$ cat config.mk
export PLATFORM = sky130hd
export DESIGN_NAME = csa_mp_add_seq
export DESIGN_NICKNAME = d
export VERILOG_FILES = /design/src/rtl/csa_mp_add_seq.sv
export SDC_FILE = /design/constraint.sdc
export NUM_CORES = 2
export LEC_CHECK = 0
export ABC_AREA = 1
export CAP_MARGIN = 10
export CELL_PAD_IN_SITES_DETAIL_PLACEMENT = 1
export CELL_PAD_IN_SITES_GLOBAL_PLACEMENT = 1
export CORE_ASPECT_RATIO = 0.6
export CORE_UTILIZATION = 41
export CTS_CLUSTER_DIAMETER = 100
export DETAILED_ROUTE_END_ITERATION = 10
export GPL_TIMING_DRIVEN = 0
export PLACE_DENSITY = 0.86
export SLEW_MARGIN = 30
export SYNTH_ARGS = -nofsm -noshare
export SYNTH_HDL_FRONTEND = slang
export SYNTH_SLANG_ARGS = --single-unit
$ cat constraint.sdc
create_clock -name clk -period 14.24 [get_ports clk]
set_input_delay 2.848 -clock clk [delete_from_list [all_inputs] [get_ports clk]]
set_output_delay 2.848 -clock clk [all_outputs]
set_load 0.1 [all_outputs]
$ cat src/rtl/csa_mp_add_seq.sv
// Multi-precision add/subtract sequencer: one shared 64-bit carry-select adder, one limb per cycle, LSW first.
// Define CSA_SEQ_OVF_EN to add the signed-overflow output ovf.

module csa_64 (
    input  logic [63:0] a,
    input  logic [63:0] b,
    input  logic        cin,
    output logic [63:0] sum,
    output logic        cout
);
    logic [4:0] c;

    assign c[0] = cin;

    // Each 16-bit block precomputes both carry-in cases; the incoming carry only steers a mux.
    for (genvar g = 0; g < 4; g++) begin : g_blk
        logic [16:0] s0;
        logic [16:0] s1;
        assign s0 = {1'b0, a[g*16 +: 16]} + {1'b0, b[g*16 +: 16]};
        assign s1 = {1'b0, a[g*16 +: 16]} + {1'b0, b[g*16 +: 16]} + 17'd1;
        assign sum[g*16 +: 16] = c[g] ? s1[15:0] : s0[15:0];
        assign c[g+1] = c[g] ? s1[16] : s0[16];
    end

    assign cout = c[4];
endmodule

module csa_mp_add_seq #(
    parameter int WORDS = 4
) (
    input  logic                  clk,
    input  logic                  rst_n,
    input  logic                  start_valid,
    output logic                  start_ready,
    input  logic                  op_sub,
    input  logic [64*WORDS-1:0]   a,
    input  logic [64*WORDS-1:0]   b,
    output logic [64*WORDS-1:0]   res,
    output logic                  cout,
`ifdef CSA_SEQ_OVF_EN
    output logic                  ovf,
`endif
    output logic                  res_valid,
    input  logic                  res_ready
);
    localparam int CW = (WORDS > 1) ? $clog2(WORDS) : 1;
    localparam logic [CW-1:0] LAST = CW'(WORDS - 1);

    typedef enum logic [1:0] {IDLE, RUN, DONE} state_t;

    state_t                 state;
    logic [CW-1:0]          cnt;
    logic                   carry;
    logic                   sub_buf;
    logic [WORDS-1:0][63:0] a_buf;
    logic [WORDS-1:0][63:0] b_buf;
    logic [WORDS-1:0][63:0] res_q;
    logic [63:0]            limb_a;
    logic [63:0]            limb_b;
    logic [63:0]            limb_sum;
    logic                   limb_cout;

    // Subtraction is a + ~b + 1: the +1 enters as the initial carry loaded from op_sub.
    assign limb_a = a_buf[cnt];
    assign limb_b = sub_buf ? ~b_buf[cnt] : b_buf[cnt];

    csa_64 u_add (
        .a    (limb_a),
        .b    (limb_b),
        .cin  (carry),
        .sum  (limb_sum),
        .cout (limb_cout)
    );

    assign res = res_q;

    always_ff @(posedge clk or negedge rst_n) begin
        if (!rst_n) begin
            state       <= IDLE;
            cnt         <= '0;
            carry       <= 1'b0;
            sub_buf     <= 1'b0;
            a_buf       <= '0;
            b_buf       <= '0;
            res_q       <= '0;
            cout        <= 1'b0;
            res_valid   <= 1'b0;
            start_ready <= 1'b0;
`ifdef CSA_SEQ_OVF_EN
            ovf         <= 1'b0;
`endif
        end else begin
            case (state)
                IDLE: begin
                    start_ready <= 1'b1;
                    if (start_valid && start_ready) begin
                        a_buf       <= a;
                        b_buf       <= b;
                        sub_buf     <= op_sub;
                        carry       <= op_sub;
                        cnt         <= '0;
                        start_ready <= 1'b0;
                        state       <= RUN;
                    end
                end
                RUN: begin
                    res_q[cnt] <= limb_sum;
                    carry      <= limb_cout;
                    if (cnt == LAST) begin
                        cout      <= limb_cout;
                        res_valid <= 1'b1;
`ifdef CSA_SEQ_OVF_EN
                        ovf       <= (limb_a[63] == limb_b[63]) && (limb_sum[63] != limb_a[63]);
`endif
                        state     <= DONE;
                    end else begin
                        cnt <= cnt + CW'(1);
                    end
                end
                DONE: begin
                    if (res_ready) begin
                        res_valid   <= 1'b0;
                        start_ready <= 1'b1;
                        state       <= IDLE;
                    end
                end
                default: state <= IDLE;
            endcase
        end
    end
endmodule

==> impl_metrics.tcl <==
set metrics [dict create \
    critical_path_peak_fanout 10 \
    yosys_warnings 0 \
    route.layer.met1.wl_um 76000 \
    mappedNetlistArea_sq_mm 0.0384 \
    highest_layer "met5" \
    cts_inserted_buffers 77 \
    outcome "finished clean" \
    fmaxAchievable_ghz 0.134 \
    cells_after_synth 5117 \
    crit_type "flip-flop to flip-flop" \
    synth_most_common_cell "sky130_fd_sc_hd__nand2_1" \
    grt_pass1_wl_um 262000 \
    post_route_cells_drive_above_1_share 0.0336 \
    timing.critical_path.from_type "flip-flop" \
    port_buffers 775 \
    netlist_top_cells_area "sky130_fd_sc_hd__dfrtp_1, sky130_fd_sc_hd__nand2_1, sky130_fd_sc_hd__o21ai_0, sky130_fd_sc_hd__nor2_1, sky130_fd_sc_hd__xor2_1" \
    std_cell_rows 86 \
    overflow 0 \
    synthesis.area_per_instance_sq_um 7.51 \
    worst_slew_margin_rel 0.289 \
    post_cts_resized 0 \
    cp.buffers_inverters 6 \
    final_weighted_congestion_in_routability_driven_placement 0.963 \
    hold_vio_cnt_final 0 \
    estimated_wirelength_of_the_detail_placed_design_um 140000 \
    h_tree_levels 3 \
    detail_route.iter0.violations 3458 \
    worst_path_largest_cell_delay_ns 0.80 \
    grt_antenna_before_repair 60 \
    final_core_utilization 0.548 \
    synth_async_sr_flop_share 1.00 \
    maxCapViolCount 0 \
    drc 0 \
    skew_ns 0.0280 \
    clk_root_buffer_cell "sky130_fd_sc_hd__clkbuf_16" \
    met3_wirelength_um 13600 \
    finish.net_count 6573 \
    clkSinkCount 777 \
    register_area_share_after_synthesis 0.506 \
    first_global_vias 41150 \
    synth_edf_count 0 \
    grt.total_usage 0.370 \
    design.die.area_sq_mm 0.0950 \
    netlist_top_cells_count "sky130_fd_sc_hd__nand2_1, sky130_fd_sc_hd__dfrtp_1, sky130_fd_sc_hd__nor2_1" \
    wl_per_cell_um 24.3 \
    setup.worst_path.end_class "flip-flop" \
    yosys.area.top_type_share 0.506 \
    ys_ff_latch 777 \
    drtAntennaViolNets 0 \
    clkTransAtPathRegs_ns 0.06 \
    floorplan.initialDensity 0.416 \
    synthToLayoutAreaGrowth_pct 31.5 \
    cp_common_cell "sky130_fd_sc_hd__nand2_1" \
    grt_setup_unrepaired "false" \
    max_slew.worst_pin.slew_ns 1.07 \
    timing.final.crit_share 0.523 \
    worst-endpoint-arrival_ns 7.95 \
    slew_viol_final 0 \
    worst_skew_pair.late_latency_ns 0.69 \
    setup_viol_count_final 0 \
    largest_net_degree_at_the_start_of_global_routing 124 \
    worstHoldPathType "flip-flop to flip-flop" \
    vias_per_cell 5.48 \
    hold_buffers 0 \
    post-cts-setup-buffer-count 0 \
    met2WireLength_um 80800 \
    period_minus_slack_ns 7.45 \
    postSynthNetCount 5710 \
    cts_tree "yes" \
    vias 40110 \
    wl_um 178000 \
    worst_path_max_delay_cell "sky130_fd_sc_hd__clkbuf_1" \
    yosys.cell_types.count 44 \
    ctsLongestPathBuffers 3 \
    drt_pre_antenna_iters 5 \
    chipWidth_um 397 \
    die_h_um 239 \
    io-pin-count 776 \
    tns_ns 0 \
    cp.required_ns 14.74 \
    path_delay_family "buffers and inverters" \
    core-area_sq_mm 0.0923 \
    postSynth.topFlopCell "sky130_fd_sc_hd__dfrtp_1" \
    synth_top_area_cell "sky130_fd_sc_hd__dfrtp_1" \
]
-- logic make-up (layout without fill, tap and decap cells) --
group	Yosys count	in the layout	synth area share
multiplexers	1	1	0.000260
flip-flops	777	777	0.506
AND/OR/NAND/NOR	3144	3144	0.318
adder cells (fa/ha/maj)	76	76	0.0255
other	0	53	0
buffers and inverters	442	1362	0.0439
XOR/XNOR	124	124	0.0285
AO/OA/AOI/OAI	553	553	0.0776
-- area by class of cell --
| type | count | area, sq um |
|---|---|---|
| tap | 1232 | 1540 |
| antenna | 53 | 133 |
| clock buffer | 107 | 2170 |
| fill | 11489 | 41800 |
| timing repair buffer | 784 | 7940 |
| inverter | 178 | 668 |
| multi-input combinational | 3898 | 17300 |
| sequential | 777 | 19400 |
| buffer | 264 | 1030 |
| clock inverter | 29 | 327 |
-- per-layer routing --
layer,vias to the layer above,global-route usage
li1,17876,-
met1,20280,0.508
met2,1611,0.572
met3,341,0.0660
met4,2,0.168
met5,-,0
-- metrics by stage --
| stage | worst slack, ns | hold WS [ns] | cells | cell area, sq um |
|---|---|---|---|---|
| finish | 6.79 | 0.469 | 7322 | 50500 |
| global placement | -25.56 | 0.448 | 7124 | 47700 |
| floorplan | 9.76 | 0.437 | 5117 | 38400 |
| global route | 6.48 | 0.479 | 7319 | 50500 |
| CTS | 6.87 | 0.468 | 7268 | 50400 |
| detailed placement | 6.92 | 0.453 | 7132 | 47900 |
-- flip-flops by register name (all words and copies together) (netlist names) --
signal and flops:
a_buf 256, cout 1, cnt 2, res 256, start_ready 1, b_buf 256, state 2, res_valid 1
sub_buf 1, carry 1
-- worst reg2reg max path: stages, from the launching register on --
cell and delay (ns):
sky130_fd_sc_hd__dfrtp_1 0.61, sky130_fd_sc_hd__clkbuf_1 0.43, sky130_fd_sc_hd__inv_1 0.45, sky130_fd_sc_hd__clkbuf_1 0.80
sky130_fd_sc_hd__clkbuf_1 0.46, sky130_fd_sc_hd__clkbuf_1 0.77, sky130_fd_sc_hd__nor2_1 0.12, sky130_fd_sc_hd__o22ai_1 0.22
sky130_fd_sc_hd__ha_1 0.31, sky130_fd_sc_hd__fa_1 0.27, sky130_fd_sc_hd__nand3_1 0.11, sky130_fd_sc_hd__nand2_1 0.11
sky130_fd_sc_hd__nand2_1 0.06, sky130_fd_sc_hd__nand2_1 0.12, sky130_fd_sc_hd__nand2_1 0.09, sky130_fd_sc_hd__nand2_1 0.06
sky130_fd_sc_hd__nand2_1 0.05, sky130_fd_sc_hd__nand2_1 0.17, sky130_fd_sc_hd__nand3_1 0.12, sky130_fd_sc_hd__nor2_1 0.19
sky130_fd_sc_hd__nand3_2 0.18, sky130_fd_sc_hd__nand3_2 0.29, sky130_fd_sc_hd__nand2_4 0.12, sky130_fd_sc_hd__buf_4 0.20
sky130_fd_sc_hd__o21ai_1 0.76, sky130_fd_sc_hd__o21ai_0 0.21
-- placed cells by master, fill, tap and decap left out, drive strengths merged, types with 72 or more instances in the layout --
cell,instances
ha,72
dfrtp,777
clkbuf,346
o22ai,128
o21ai,358
nor2,359
nand3,124
inv,180
xor2,109
nand2,2589
clkdlybuf4s50,763
-- worst paths after layout --
| kind | start | to | slack [ns] | cells past startpoint |
|---|---|---|---|---|
| hold / removal | b_buf[157] | b_buf[157] | 0.47 | 2 |
| hold reg to reg | b_buf[157] | b_buf[157] | 0.47 | 2 |
| setup / recovery | cnt[0] | res[161] | 6.79 | 25 |
| setup reg to reg | cnt[0] | res[161] | 6.79 | 25 |
| max in group asynchronous | rst_n | res[165] | 10.41 | 3 |
| min in group asynchronous | rst_n | b_buf[10] | 2.13 | 1 |
Power is not shown: default switching activity piles up to over one toggle a cycle in this logic, so the estimate is an artifact.
